### src/rtl/imc_wb_pkg.sv
`default_nettype none
// ============================================================================
// Module   : imc_wb_pkg
// Brief    : Shared types and constants for the IMC Wishbone slave front-end
// Revision : 1.0 - initial release
// ============================================================================
package imc_wb_pkg;

    // Front-end transaction states
    typedef enum logic [1:0] {
        IDLE = 2'd0,
        REG  = 2'd1,
        MEM  = 2'd2,
        ACK  = 2'd3
    } wb_state_t;

    // Register and memory-window offsets within the decoded window
    localparam logic [15:0] c_off_ctrl   = 16'h0000;
    localparam logic [15:0] c_off_status = 16'h0004;
    localparam logic [15:0] c_win_lo     = 16'h1000;
    localparam logic [15:0] c_win_hi     = 16'h13FC;

    // Read data returned when the core never answers
    localparam logic [31:0] TIMEOUT_DATA = 32'hDEAD_BEEF;

    // True when an offset falls inside the core memory window
    function automatic logic in_window(input logic [15:0] off);
        return (off >= c_win_lo) && (off <= c_win_hi);
    endfunction

endpackage
`default_nettype wire

### src/rtl/imc_wb_slave_if_if.sv
`default_nettype none
// ============================================================================
// Module   : imc_wb_slave_if_if
// Brief    : Wishbone classic bus bundle between a master and the IMC slave
// Revision : 1.0 - initial release
// ============================================================================
interface imc_wb_slave_if_if;
    logic        wbs_cyc_i;
    logic        wbs_stb_i;
    logic        wbs_we_i;
    logic [3:0]  wbs_sel_i;
    logic [31:0] wbs_adr_i;
    logic [31:0] wbs_dat_i;
    logic        wbs_ack_o;
    logic [31:0] wbs_dat_o;

    modport slave (
        input  wbs_cyc_i, wbs_stb_i, wbs_we_i, wbs_sel_i, wbs_adr_i, wbs_dat_i,
        output wbs_ack_o, wbs_dat_o
    );

    modport master (
        output wbs_cyc_i, wbs_stb_i, wbs_we_i, wbs_sel_i, wbs_adr_i, wbs_dat_i,
        input  wbs_ack_o, wbs_dat_o
    );
endinterface
`default_nettype wire

### src/rtl/imc_wb_reg_bank.sv
`default_nettype none
// ============================================================================
// Module   : imc_wb_reg_bank
// Brief    : CTRL / STATUS registers, sticky timeout flag with W1C, interrupt
// Revision : 1.0 - initial release
// ============================================================================
module imc_wb_reg_bank
    import imc_wb_pkg::*;
(
    input  wire logic        clk,
    input  wire logic        reset_n,
    input  wire logic        wr_en,
    input  wire logic [15:0] wr_offset,
    input  wire logic [2:0]  wr_data,
    input  wire logic        wr_sel0,
    input  wire logic        set_timeout,
    input  wire logic        busy,
    input  wire logic [15:0] rd_offset,
    output logic      [31:0] rd_data,
    output logic             imc_en_o,
    output logic             vclp_en_o,
    output logic             irq_o
);

    logic [2:0] r_ctrl;
    logic       r_timeout;
    logic       w_wr_ctrl;
    logic       w_wr_status;

    assign w_wr_ctrl   = wr_en && wr_sel0 && (wr_offset == c_off_ctrl);
    assign w_wr_status = wr_en && wr_sel0 && (wr_offset == c_off_status);

    // CTRL storage and sticky timeout flag; a new timeout beats a same-cycle clear
    always_ff @(posedge clk or negedge reset_n) begin
        if (!reset_n) begin
            r_ctrl    <= 3'b000;
            r_timeout <= 1'b0;
        end else begin
            if (w_wr_ctrl) begin
                r_ctrl <= wr_data;
            end
            if (set_timeout) begin
                r_timeout <= 1'b1;
            end else if (w_wr_status && wr_data[1]) begin
                r_timeout <= 1'b0;
            end
        end
    end

    // Read mux; unmapped offsets read as zero
    always_comb begin
        rd_data = 32'h0;
        if (rd_offset == c_off_ctrl) begin
            rd_data = {29'h0, r_ctrl};
        end else if (rd_offset == c_off_status) begin
            rd_data = {30'h0, r_timeout, busy};
        end
    end

    assign imc_en_o  = r_ctrl[0];
    assign vclp_en_o = r_ctrl[1];
    assign irq_o     = r_timeout & r_ctrl[2];

endmodule
`default_nettype wire

### src/rtl/imc_wb_slave_if.sv
`default_nettype none
// ============================================================================
// Module   : imc_wb_slave_if
// Brief    : Wishbone classic slave front-end for the SRAM in-memory-compute
//            core: address decode, req/done core handshake, watchdog, ack
// Revision : 1.0 - initial release
// ============================================================================
module imc_wb_slave_if
    import imc_wb_pkg::*;
#(
    parameter logic [31:0] ADDR_BASE = 32'h3000_0000,
    parameter logic [31:0] ADDR_MASK = 32'hFFFF_0000,
    parameter int          MEM_AW    = 8,
    parameter int          TIMEOUT   = 255
) (
    input  wire logic              clk,
    input  wire logic              reset_n,
    imc_wb_slave_if_if.slave       wb,
    output logic                   core_req_o,
    output logic                   core_we_o,
    output logic [MEM_AW-1:0]      core_addr_o,
    output logic [31:0]            core_wdata_o,
    output logic [3:0]             core_be_o,
    input  wire logic              core_done_i,
    input  wire logic [31:0]       core_rdata_i,
    output logic                   imc_en_o,
    output logic                   vclp_en_o,
    output logic                   irq_o
);

    localparam logic [7:0] c_wd_last = 8'(TIMEOUT - 1);

    wb_state_t         r_state;
    wb_state_t         w_next;
    logic [15:0]       r_offset;
    logic [MEM_AW-1:0] r_word;
    logic              r_we;
    logic [3:0]        r_sel;
    logic [31:0]       r_dat;
    logic [31:0]       r_rdata;
    logic              r_abort;
    logic [7:0]        r_wdog;

    logic [15:0]       w_offset;
    logic              w_start;
    logic              w_is_mem;
    logic              w_timeout;
    logic              w_abort;
    logic [31:0]       w_reg_rdata;
    logic              w_ack;
    logic              w_req;

    assign w_offset  = wb.wbs_adr_i[15:0];
    assign w_is_mem  = in_window(w_offset);
    assign w_start   = (r_state == IDLE) && wb.wbs_cyc_i && wb.wbs_stb_i
                       && ((wb.wbs_adr_i & ADDR_MASK) == ADDR_BASE);
    // Watchdog expiry; a completion arriving in the same cycle takes priority
    assign w_timeout = (r_state == MEM) && !core_done_i && (r_wdog == c_wd_last);
    // A master that has dropped cyc (now or earlier) gets no ack
    assign w_abort   = r_abort || !wb.wbs_cyc_i;

    // State register
    always_ff @(posedge clk or negedge reset_n) begin
        if (!reset_n) begin
            r_state <= IDLE;
        end else begin
            r_state <= w_next;
        end
    end

    // Next-state decode
    always_comb begin
        w_next = r_state;
        case (r_state)
            IDLE: begin
                if (w_start) begin
                    w_next = w_is_mem ? MEM : REG;
                end
            end
            REG:  w_next = ACK;
            MEM: begin
                if (core_done_i || w_timeout) begin
                    w_next = w_abort ? IDLE : ACK;
                end
            end
            ACK:  w_next = IDLE;
            default: w_next = IDLE;
        endcase
    end

    // Bus and core handshake outputs, decoded from the registered state
    always_comb begin
        w_ack = 1'b0;
        w_req = 1'b0;
        case (r_state)
            MEM:     w_req = 1'b1;
            ACK:     w_ack = 1'b1;
            default: begin
                w_ack = 1'b0;
                w_req = 1'b0;
            end
        endcase
    end

    // Request latching, read data capture, abort tracking and watchdog
    always_ff @(posedge clk or negedge reset_n) begin
        if (!reset_n) begin
            r_offset <= '0;
            r_word   <= '0;
            r_we     <= 1'b0;
            r_sel    <= 4'h0;
            r_dat    <= 32'h0;
            r_rdata  <= 32'h0;
            r_abort  <= 1'b0;
            r_wdog   <= 8'h0;
        end else begin
            if (r_state == MEM) begin
                r_wdog <= r_wdog + 8'd1;
            end else begin
                r_wdog <= 8'h0;
            end

            if (w_start) begin
                r_offset <= w_offset;
                r_word   <= wb.wbs_adr_i[MEM_AW+1:2];
                r_we     <= wb.wbs_we_i;
                r_sel    <= wb.wbs_sel_i;
                r_dat    <= wb.wbs_dat_i;
                r_abort  <= 1'b0;
                // Register reads are sampled at decode, while still idle
                r_rdata  <= wb.wbs_we_i ? 32'h0 : w_reg_rdata;
            end else if (r_state == MEM) begin
                if (!wb.wbs_cyc_i) begin
                    r_abort <= 1'b1;
                end
                if (core_done_i) begin
                    r_rdata <= r_we ? 32'h0 : core_rdata_i;
                end else if (w_timeout) begin
                    r_rdata <= TIMEOUT_DATA;
                end
            end
        end
    end

    imc_wb_reg_bank u_reg_bank (
        .clk         (clk),
        .reset_n     (reset_n),
        .wr_en       ((r_state == REG) && r_we),
        .wr_offset   (r_offset),
        .wr_data     (r_dat[2:0]),
        .wr_sel0     (r_sel[0]),
        .set_timeout (w_timeout),
        .busy        (r_state != IDLE),
        .rd_offset   (w_offset),
        .rd_data     (w_reg_rdata),
        .imc_en_o    (imc_en_o),
        .vclp_en_o   (vclp_en_o),
        .irq_o       (irq_o)
    );

    assign wb.wbs_ack_o = w_ack;
    assign wb.wbs_dat_o = w_ack ? r_rdata : 32'h0;
    assign core_req_o   = w_req;
    assign core_we_o    = w_req & r_we;
    assign core_addr_o  = w_req ? r_word : '0;
    assign core_wdata_o = w_req ? r_dat  : 32'h0;
    assign core_be_o    = w_req ? r_sel  : 4'h0;

endmodule
`default_nettype wire

### src/flat_wrapper.sv
// flat-port wrapper written by rule: the top's interface ports become plain ports
module imc_wb_slave_if_flat import imc_wb_pkg::*;
#(
    parameter logic [31:0] ADDR_BASE = 32'h3000_0000,
    parameter logic [31:0] ADDR_MASK = 32'hFFFF_0000,
    parameter int          MEM_AW    = 8,
    parameter int          TIMEOUT   = 255
)
  (clk, reset_n, core_req_o, core_we_o, core_addr_o, core_wdata_o, core_be_o, core_done_i, core_rdata_i, imc_en_o, vclp_en_o, irq_o, wb_wbs_cyc_i, wb_wbs_stb_i, wb_wbs_we_i, wb_wbs_sel_i, wb_wbs_adr_i, wb_wbs_dat_i, wb_wbs_ack_o, wb_wbs_dat_o);
  imc_wb_slave_if_if wb_i ();
  input  wire logic clk;
  input  wire logic reset_n;
  output logic core_req_o;
  output logic core_we_o;
  output logic [MEM_AW-1:0] core_addr_o;
  output logic [31:0] core_wdata_o;
  output logic [3:0] core_be_o;
  input  wire logic core_done_i;
  input  wire logic [31:0] core_rdata_i;
  output logic imc_en_o;
  output logic vclp_en_o;
  output logic irq_o;
  input wire logic [$bits(wb_i.wbs_cyc_i)-1:0] wb_wbs_cyc_i;
  input wire logic [$bits(wb_i.wbs_stb_i)-1:0] wb_wbs_stb_i;
  input wire logic [$bits(wb_i.wbs_we_i)-1:0] wb_wbs_we_i;
  input wire logic [$bits(wb_i.wbs_sel_i)-1:0] wb_wbs_sel_i;
  input wire logic [$bits(wb_i.wbs_adr_i)-1:0] wb_wbs_adr_i;
  input wire logic [$bits(wb_i.wbs_dat_i)-1:0] wb_wbs_dat_i;
  output wire logic [$bits(wb_i.wbs_ack_o)-1:0] wb_wbs_ack_o;
  output wire logic [$bits(wb_i.wbs_dat_o)-1:0] wb_wbs_dat_o;
  assign wb_i.wbs_cyc_i = wb_wbs_cyc_i;
  assign wb_i.wbs_stb_i = wb_wbs_stb_i;
  assign wb_i.wbs_we_i = wb_wbs_we_i;
  assign wb_i.wbs_sel_i = wb_wbs_sel_i;
  assign wb_i.wbs_adr_i = wb_wbs_adr_i;
  assign wb_i.wbs_dat_i = wb_wbs_dat_i;
  assign wb_wbs_ack_o = wb_i.wbs_ack_o;
  assign wb_wbs_dat_o = wb_i.wbs_dat_o;
  imc_wb_slave_if #(.ADDR_BASE(ADDR_BASE), .ADDR_MASK(ADDR_MASK), .MEM_AW(MEM_AW), .TIMEOUT(TIMEOUT)) u_core (.clk(clk), .reset_n(reset_n), .wb(wb_i), .core_req_o(core_req_o), .core_we_o(core_we_o), .core_addr_o(core_addr_o), .core_wdata_o(core_wdata_o), .core_be_o(core_be_o), .core_done_i(core_done_i), .core_rdata_i(core_rdata_i), .imc_en_o(imc_en_o), .vclp_en_o(vclp_en_o), .irq_o(irq_o));
endmodule
### config.mk
export PLATFORM = sky130hd
export DESIGN_NAME = imc_wb_slave_if_flat
export DESIGN_NICKNAME = d
export VERILOG_FILES = /design/src/rtl/imc_wb_pkg.sv /design/src/rtl/imc_wb_slave_if_if.sv /design/src/rtl/imc_wb_reg_bank.sv /design/src/rtl/imc_wb_slave_if.sv /design/src/flat_wrapper.sv
export SDC_FILE = /design/constraint.sdc
export NUM_CORES = 1
export LEC_CHECK = 0
export BUFFER_PORTS_ARGS = -buffer_cell sky130_fd_sc_hd__buf_2
export CAP_MARGIN = 0
export CORE_ASPECT_RATIO = 1.5
export CORE_MARGIN = 4
export CORE_UTILIZATION = 28
export CTS_BUF_LIST = sky130_fd_sc_hd__clkbuf_16
export CTS_CLUSTER_DIAMETER = 120
export DETAILED_ROUTE_END_ITERATION = 8
export PLACE_DENSITY = 0.54
export REMOVE_ABC_BUFFERS = 1
export SYNTH_ARGS = -nofsm -noshare
export SYNTH_HDL_FRONTEND = slang
export SYNTH_SLANG_ARGS = --single-unit
### constraint.sdc
create_clock -name clk -period 4 [get_ports clk]
set_input_delay 0.6 -clock clk [delete_from_list [all_inputs] [get_ports clk]]
set_output_delay 0.6 -clock clk [all_outputs]
set_load 0.01 [all_outputs]
==> results of run 1 <==
## worst paths after layout
check                             startpoint                end
max                        u_core.r_state[0]     core_addr_o[4]
min                                  reset_n  u_core.r_rdata[6]
max reg2reg                u_core.r_state[1]    u_core.r_sel[3]
min reg2reg                  u_core.r_dat[4]    u_core.r_dat[4]
max in group asynchronous            reset_n   u_core.r_dat[22]
min in group clk            wb_wbs_dat_i[29]   u_core.r_dat[29]
## sequential cells by signal (all words and copies together) (netlist names), 2 cells and up
register                  cells
u_core.r_wdog                 8
u_core.r_offset               9
u_core.u_reg_bank.r_ctrl      3
u_core.r_state                2
u_core.r_dat                 32
u_core.r_rdata               32
u_core.r_sel                  4
u_core.r_word                 7
## synthesized netlist by cell type, drive strengths merged (2+ instances only)
cell and n:
dfrtp 100, mux2 57, and2 48, and3 33
nor2b 21, o221a 21, nor2 20, clkbuf 18
buf 12, a32o 8, nand3 7, nand4 7
nand2 6, nor4 6, xor2 5, and2b 4
o21ai 4, and4 3, mux2i 3, nor3 3
o22a 3, a21oi 2, ha 2, inv 2
nand2b 2, or4 2
## cell usage in the layout (no fill, tap or decap), types with 2 or more instances in the layout
cell	instances
dfrtp_1	100
o221a_2	21
and2b_1	4
clkbuf_16	9
nand2b_1	2
o21ai_0	4
and3_1	33
mux2i_1	3
nor3_1	3
ha_1	2
mux2_1	38
nand3_1	7
and2_1	47
mux2_2	16
xor2_1	5
a32o_1	8
nor2_1	20
and4_1	2
nor4_1	5
mux2_4	3
inv_1	3
buf_2	186
buf_4	10
inv_6	3
nand4_1	7
o22a_1	3
nand2_1	6
a21oi_1	2
nor2b_1	21
## area by class of cell
cell class                      instances  area share
Sequential cell                       100       0.400
Multi-Input combinational cell        279       0.352
Timing Repair Buffer                  196       0.161
Tap cell                              210      0.0420
Clock buffer                            9      0.0360
Clock inverter                          7     0.00800
Inverter                                2     0.00120
## logic make-up after synthesis
| kind of cell | after synthesis |
|---|---|
| muxes | 60 |
| xor gates and xnor gates | 6 |
| AOI/OAI and AO/OA | 44 |
| and+or+nand+nor | 167 |
| DFF | 100 |
| buffers and inverters | 32 |
| adders and majority gates | 2 |
## layer usage
layer	vias to the layer above	global-route usage	wire length, um
met5	-	0	0
met4	0	0.0586	353
met3	26	0.0417	1210
met2	159	0.235	6790
met1	1927	0.168	5390
li1	1840	-	-
## metrics by stage
step	cells	power [uW]	util	setup WS, ns	cell area, sq um
2_1_floorplan	381	1690	-	1.20	4710
3_3_place_gp	787	1930	0.354	1.07	5980
3_5_place_dp	787	1970	0.354	1.03	5980
4_1_cts	803	2810	0.370	1.07	6250
5_1_grt	803	2930	0.370	0.950	6250
6_report	803	2760	0.370	1.15	6250
## power groups by stage
stage | logic [uW] | clock network [uW] | registers, uW
2_1_floorplan | 387 | 0 | 1300
3_3_place_gp | 646 | 0 | 1290
5_1_grt | 729 | 905 | 1300
6_report | 661 | 822 | 1280
3_5_place_dp | 672 | 0 | 1300
4_1_cts | 677 | 860 | 1280
==> flow_metrics.py, run 1 <==
metrics = {
    "placement": {
        "place_congestion": 0.830,
        "io_buffer_count": 187,
        "hpwlAfterDp_um": 10300,
    },
    "pwr": {
        "p_sw_uw": 838,
        "p_int_uw": 1920,
        "seq_power_share": 0.463,
        "combPwrFrac": 0.239,
        "peakVddDrop_mv": 0.178,
        "swShare": 0.304,
        "p_leak_uw": 0.00345,
        "powerDensity_nw_per_um2": 441,
        "p_clk_frac": 0.298,
    },
    "sta": {
        "fmax_mhz": 351,
        "finalSetupTns_ns": 0,
        "worstMarginPinSlew_ns": 0.973,
        "post-route-min-period_ns": 2.85,
        "hold_violations": 0,
        "finalMaxSlewViolations": 0,
        "slew_headroom": 0.351,
        "fin_skew_ns": 0.00916,
        "fin_hold_ws_ns": 0.371,
        "finalSetupViolCount": 0,
        "period_share": 0.712,
        "rsz0062_at_grt": "false",
    },
    "drt": {
        "drt_iter0_drc": 232,
        "first_pass_iters": 6,
        "wl_um": 13800,
        "drc": 0,
        "wire_per_inst_um": 17.1,
        "viasPerCell": 4.92,
        "ant_nets": 0,
        "num_vias": 3952,
    },
    "floorplan": {
        "ios": 188,
        "dieArea_sq_um": 19600,
        "core_area_sq_um": 16900,
        "die_w_um": 116,
        "die_y_um": 169,
        "num_rows": 58,
        "initial_core_util": 0.288,
    },
    "layout": {
        "diodes": 0,
        "register_area_sq_um": 2500,
        "multi_input_area_sq_um": 2200,
        "fill_cells": 1705,
        "syn_to_final_growth_pct": 28.5,
        "nets": 696,
        "final_layout_size_suffix_gt1_frac": 0.428,
    },
    "logic_synthesis": {
        "ys_seq_area_frac": 0.514,
        "synth_xor_area_frac": 0.0108,
        "synth_top_area_cell": "dfrtp_1",
        "synthFlopType": "dfrtp_1",
        "ys_types": 45,
        "synth-compound-area-share": 0.0877,
        "async_flop_share": 1.00,
        "synth_fa_ha_area_frac": 0.00514,
        "yosysWarningCount": 0,
        "avgSynthCellArea_sq_um": 11.8,
        "synth_top_family_by_area": "simple AND/OR/NAND/NOR gates",
        "synth.area.mux_share": 0.140,
        "synth-seq-cells": 100,
        "synth_area_sq_um": 4870,
        "synth.area.top_cells": "dfrtp_1 (51%), mux2_1 (8.8%), and2_1 (6.0%)",
        "syn_inst": 411,
        "yosysTopAreaCellShare": 0.514,
        "synth_edf_count": 0,
        "synthSimpleGateAreaFrac": 0.208,
    },
    "grt": {
        "grt_max_degree": 76,
        "grtUsageTotal": 0.141,
        "grt_pass1_vias": 4115,
        "globalRouteOverflowTotal": 0,
        "grt_antenna_before_repair": 0,
        "grt_pass1_wl_um": 21500,
    },
    "worst_setup_path": {
        "crit_slowest_cell": "buf_4",
        "critPathMaxStageDelay_ns": 0.42,
        "criticalPathCategory": "reg2out",
        "cp_cell_sequence": "nand2b_1, inv_1, buf_4, and2_2, buf_2",
        "cp_num_cells": 5,
        "crit_path_max_fanout": 42,
        "start_kind": "flop",
        "cp-end-kind": "primary output",
        "required_ns": 3.40,
        "critPathBufInv": 3,
        "reg2reg_depth": 5,
        "reg2reg_setup_slack_ns": 1.64,
        "cp.arrival_ns": 2.25,
        "critPathTopFamily": "buffers and inverters",
    },
    "worst_hold_path": {
        "hold_class": "in2async",
    },
    "clock_tree": {
        "clkSinkCount": 100,
        "path_clk_slew_ns": 0.07,
        "post_cts_buffers": 0,
        "insertion_delay_ns": 0.35,
        "cts_tree": "yes",
        "cts-resized-gates": 0,
        "h-tree-depth": 3,
        "cts-buffers-inserted": 9,
        "cts_hold_buf": 0,
        "cts_buffer_depth": 2,
        "cts_root_buffer": "clkbuf_16",
    },
    "run": {
        "maxCapViolCount": 0,
    },
    "outcome": {
        "outcome": "completed",
    },
}
No activity file was read; power rests on OpenSTA's default activity.
==> run 2, diff against run 1 <==
- clock period: 4 -> 2.8 ns (I/O delays scaled with it)
==> flow_metrics.py, run 2 (synthesized netlist as in run 1, its figures left out) <==
metrics = {
    "worst_setup_path": {
        "criticalPathCategory": "reg2out",
        "crit_slowest_cell": "dfrtp_1",
        "cp_common_cell": "buf_4",
        "cp-end-kind": "primary output",
        "critPathTopFamily": "buffers and inverters",
        "cp.arrival_ns": 1.99,
        "cp_cell_sequence": "nand2b_1, buf_4, inv_1, buf_4, and2_1, buf_2",
        "critPathBufInv": 4,
        "critPathMaxStageDelay_ns": 0.51,
        "start_kind": "flop",
        "crit_path_max_fanout": 42,
        "required_ns": 2.38,
    },
    "floorplan": {
        "dieArea_sq_um": 19600,
        "ios": 188,
        "initial_core_util": 0.288,
        "die_w_um": 116,
        "num_rows": 58,
        "core_area_sq_um": 16900,
        "die_y_um": 169,
    },
    "clock_tree": {
        "path_clk_slew_ns": 0.08,
        "insertion_delay_ns": 0.35,
        "post_cts_buffers": 0,
        "cts_hold_buf": 0,
        "cts_buffer_depth": 2,
        "cts_tree": "yes",
        "cts_root_buffer": "clkbuf_16",
        "cts-resized-gates": 0,
        "h-tree-depth": 3,
        "cts-buffers-inserted": 9,
        "clkSinkCount": 100,
    },
    "outcome": {
        "outcome": "completed",
    },
    "layout": {
        "final_cells": 807,
        "diodes": 0,
        "final_layout_size_suffix_gt1_frac": 0.436,
        "layout_commonest_cell": "buf_2",
        "reg_top3": "u_core.r_dat (32), u_core.r_rdata (32), u_core.r_offset (9)",
        "syn_to_final_growth_pct": 31.0,
        "nets": 700,
        "mostFrequentLayoutCells": "buf_2 (186), dfrtp_1 (100), and2_1 (47)",
        "fin_util": 0.377,
    },
    "placement": {
        "place_worst_setup_slack_ns": 0.590,
        "hpwlAfterDp_um": 10400,
        "place_inst": 791,
        "place_congestion": 0.784,
        "io_buffer_count": 187,
    },
    "drt": {
        "drt_iter0_drc": 172,
        "num_vias": 3890,
        "wire_per_inst_um": 17.1,
        "first_pass_iters": 4,
        "ant_nets": 0,
        "drc": 0,
        "wl_um": 13800,
        "viasPerCell": 4.82,
    },
    "pwr": {
        "powerDensity_nw_per_um2": 659,
        "p_leak_uw": 0.00350,
        "peakVddDrop_mv": 0.352,
    },
    "sta": {
        "finalMaxSlewViolations": 0,
        "worstMarginPinSlew_ns": 0.755,
        "fmax_mhz": 415,
        "post-route-min-period_ns": 2.41,
        "finalSetupViolCount": 0,
        "finalSetupTns_ns": 0,
        "rsz0062_at_grt": "false",
        "setup_ws_ns": 0.388,
        "fin_hold_ws_ns": 0.0649,
        "period_share": 0.862,
        "hold_violations": 0,
        "fin_skew_ns": 0.00638,
        "slew_headroom": 0.496,
    },
    "grt": {
        "grtUsageTotal": 0.140,
        "grt_max_degree": 47,
        "grt_pass1_wl_um": 21700,
        "grt_antenna_before_repair": 0,
        "grt_pass1_vias": 4127,
        "globalRouteOverflowTotal": 0,
    },
    "worst_hold_path": {
        "hold_class": "in2async",
    },
    "run": {
        "maxCapViolCount": 0,
    },
}
==> run 2: cell types whose count changed in the layout (fill, tap and decap cells not counted) <==
cell,delta
buf_12,+2
buf_4,+2
bufinv_16,+2
clkinv_1,-1
clkinv_4,-1
clkinv_8,+1
inv_1,-1
inv_6,-3
inv_8,+3
==> run 2: layout make-up <==
| cell class | count | area [sq um] |
|---|---|---|
| Fill cell | 1719 | 10500 |
| Sequential cell | 100 | 2500 |
| Multi-Input combinational cell | 279 | 2200 |
| Timing Repair Buffer | 200 | 1060 |
| Tap cell | 210 | 263 |
| Clock buffer | 9 | 225 |
| Clock inverter | 7 | 118 |
| Inverter | 2 | 7.51 |
==> run 2: stage by stage <==
stage | area [sq um] | power [uW]
floorplan | 4710 | 2410
global placement | 6030 | 2770
detailed placement | 6030 | 2810
global route | 6380 | 4440
CTS | 6380 | 4260
finish | 6380 | 4200
==> run 2: worst paths after layout <==
check | cells past startpoint | startpoint | endpoint | slack [ns]
setup reg to reg | 5 | u_core.r_state[1] | u_core.r_dat[3] | 0.60
setup / recovery | 6 | u_core.r_state[0] | core_addr_o[1] | 0.39
hold / removal | 1 | reset_n | u_core.r_rdata[15] | 0.06
hold reg to reg | 1 | u_core.r_dat[10] | u_core.r_dat[10] | 0.48
max in group asynchronous | 2 | reset_n | u_core.r_rdata[5] | 2.06
min in group clk | 2 | wb_wbs_dat_i[21] | u_core.r_dat[21] | 0.29
==> run 2: power by group <==
part	internal, uW	switching [uW]
logic	467	456
clock network	811	617
registers	1690	162
total	2970	1230
==> run 2: metal layers <==
layer	track usage	wire length [um]	share of wire	up-vias
met5	0	0	0	-
met4	0.0399	189	0.014	0
met3	0.0385	1150	0.083	11
met2	0.243	6980	0.51	141
met1	0.169	5450	0.40	1891
li1	-	-	-	1847
==> run 3, diff against run 2 <==
- PLACE_DENSITY: 0.54 -> 0.56
- clock period: 2.8 -> 1.98 ns (I/O delays scaled with it)
==> flow_metrics.py, run 3 (synthesized netlist as in run 1, its figures left out) <==
metrics = {
    "outcome": {
        "outcome": "completed",
    },
    "placement": {
        "hpwlAfterDp_um": 10300,
        "place_congestion": 0.737,
        "io_buffer_count": 187,
        "place_worst_setup_slack_ns": -0.0377,
        "place_inst": 799,
    },
    "worst_setup_path": {
        "r2r-end": "u_core.r_word[1]",
        "start_kind": "flop",
        "required_ns": 1.68,
        "criticalPathCategory": "reg2out",
        "cp.arrival_ns": 1.58,
        "reg2reg_setup_slack_ns": 0.12,
        "reg2reg_depth": 5,
        "crit-reg2reg-launch": "u_core.r_state[1]",
        "cp-end-kind": "primary output",
        "crit_path_max_fanout": 25,
    },
    "floorplan": {
        "core_area_sq_um": 16900,
        "ios": 188,
        "initial_core_util": 0.288,
        "die_w_um": 116,
        "dieArea_sq_um": 19600,
        "die_y_um": 169,
        "num_rows": 58,
    },
    "grt": {
        "grt_max_degree": 47,
        "grt_pass1_wl_um": 22500,
        "grt_antenna_before_repair": 0,
        "globalRouteOverflowTotal": 0,
        "grtUsageTotal": 0.146,
        "grt_pass1_vias": 4277,
    },
    "pwr": {
        "peakVddDrop_mv": 0.646,
        "powerDensity_nw_per_um2": 917,
        "p_leak_uw": 0.00358,
        "total_power_uw": 6000,
    },
    "drt": {
        "wire_per_inst_um": 17.7,
        "viasPerCell": 4.88,
        "ant_nets": 0,
        "first_pass_iters": 4,
        "wl_um": 14500,
        "num_vias": 4000,
        "drt_iter0_drc": 220,
        "drc": 0,
    },
    "layout": {
        "fin_util": 0.387,
        "nets": 713,
        "layout_commonest_cell": "buf_2",
        "syn_to_final_growth_pct": 34.4,
        "diodes": 0,
        "final_cells": 819,
        "fill_cells": 1681,
        "reg_top3": "u_core.r_dat (32), u_core.r_rdata (32), u_core.r_offset (9)",
        "final_layout_size_suffix_gt1_frac": 0.448,
        "mostFrequentLayoutCells": "buf_2 (186), dfrtp_1 (99), and2_1 (46)",
    },
    "clock_tree": {
        "insertion_delay_ns": 0.35,
        "h-tree-depth": 3,
        "cts_tree": "yes",
        "cts_root_buffer": "clkbuf_16",
        "cts_buffer_depth": 2,
        "path_clk_slew_ns": 0.07,
        "clkSinkCount": 100,
        "cts-buffers-inserted": 9,
    },
    "worst_hold_path": {
        "hold_end": "u_core.r_dat[2]",
        "whs_path_depth": 2,
        "hold_class": "in2reg",
        "min_from": "wb_wbs_dat_i[2]",
    },
    "sta": {
        "finalMaxSlewViolations": 0,
        "post-route-min-period_ns": 1.88,
        "fmax_mhz": 533,
        "worstMarginPinSlew_ns": 0.584,
        "setup_ws_ns": 0.105,
        "rsz0062_at_grt": "false",
        "fin_skew_ns": 0.00591,
        "hold_violations": 0,
        "period_share": 0.947,
        "slew_headroom": 0.609,
        "finalSetupViolCount": 0,
    },
    "run": {
        "maxCapViolCount": 0,
    },
}
-- run 3: changes by cell type in the layout (fill, tap and decap cells not counted), moves of 3 or more --
cell      change
buf_4         +5
buf_12        +4
clkinv_1      +3
inv_8         -3
-- run 3: metrics by stage --
step | setup TNS, ns | instance area [sq um] | hold slack, ns
floorplan | -58.65 | 4710 | 0.00141
global placement | -1.62 | 6130 | 0.315
detailed placement | -1.05 | 6130 | 0.316
CTS | 0 | 6510 | 0.145
global route | 0 | 6540 | 0.152
finish | 0 | 6540 | 0.163
-- run 3: layout make-up --
type | instances | area [sq um] | share of cell area
multi-input combinational | 279 | 2210 | 0.338
clock inverter | 6 | 55.1 | 0.00841
timing repair buffer | 213 | 1270 | 0.195
inverter | 2 | 10.0 | 0.00153
tap | 210 | 263 | 0.0402
sequential | 100 | 2500 | 0.383
clock buffer | 9 | 225 | 0.0344
-- run 3: power breakdown --
| part | leakage [uW] | switching [uW] | internal, uW |
|---|---|---|---|
| sequential | 0.00132 | 183 | 2400 |
| clock | 0.000138 | 766 | 963 |
| combinational | 0.00213 | 802 | 887 |
| total | 0.00358 | 1750 | 4250 |
-- run 3: per-layer routing --
layer | vias up | share of wire | GRT usage
met5 | - | 0 | 0
li1 | 1877 | - | -
met4 | 0 | 0.015 | 0.0545
met1 | 1961 | 0.40 | 0.176
met2 | 151 | 0.50 | 0.249
met3 | 11 | 0.082 | 0.0378
-- run 3: worst max path at each step --
stage	startpoint	endpoint	slack (ns)	depth (start not counted)
after floorplan	u_core.r_state[1]	u_core.r_word[0]	-0.73	4
after global placement	wb_wbs_adr_i[25]	u_core.r_word[0]	-0.05	6
after detailed placement	wb_wbs_adr_i[25]	u_core.r_dat[7]	-0.04	6
after CTS	u_core.r_wdog[2]	u_core.r_rdata[19]	0.03	4
after global routing	u_core.r_state[1]	u_core.r_word[4]	0.04	5
final	u_core.r_state[1]	core_addr_o[4]	0.10	6
-- run 3: worst max-delay path, cell delays in order (launching register included) --
cell	delay [ns]
dfrtp_2	0.44
buf_12	0.16
nand2b_4	0.08
inv_4	0.06
buf_12	0.16
and2_2	0.19
buf_2	0.14
-- run 3: what timing repair did --
item                                    in CTS  in global routing
gates cloned                                 2                  1
resized for setup                            8                  3
hold endpoints to repair                    34                  0
setup buffers                                1                  0
hold buffers                                 1                  0
endpoints found under the setup margin      47                 48
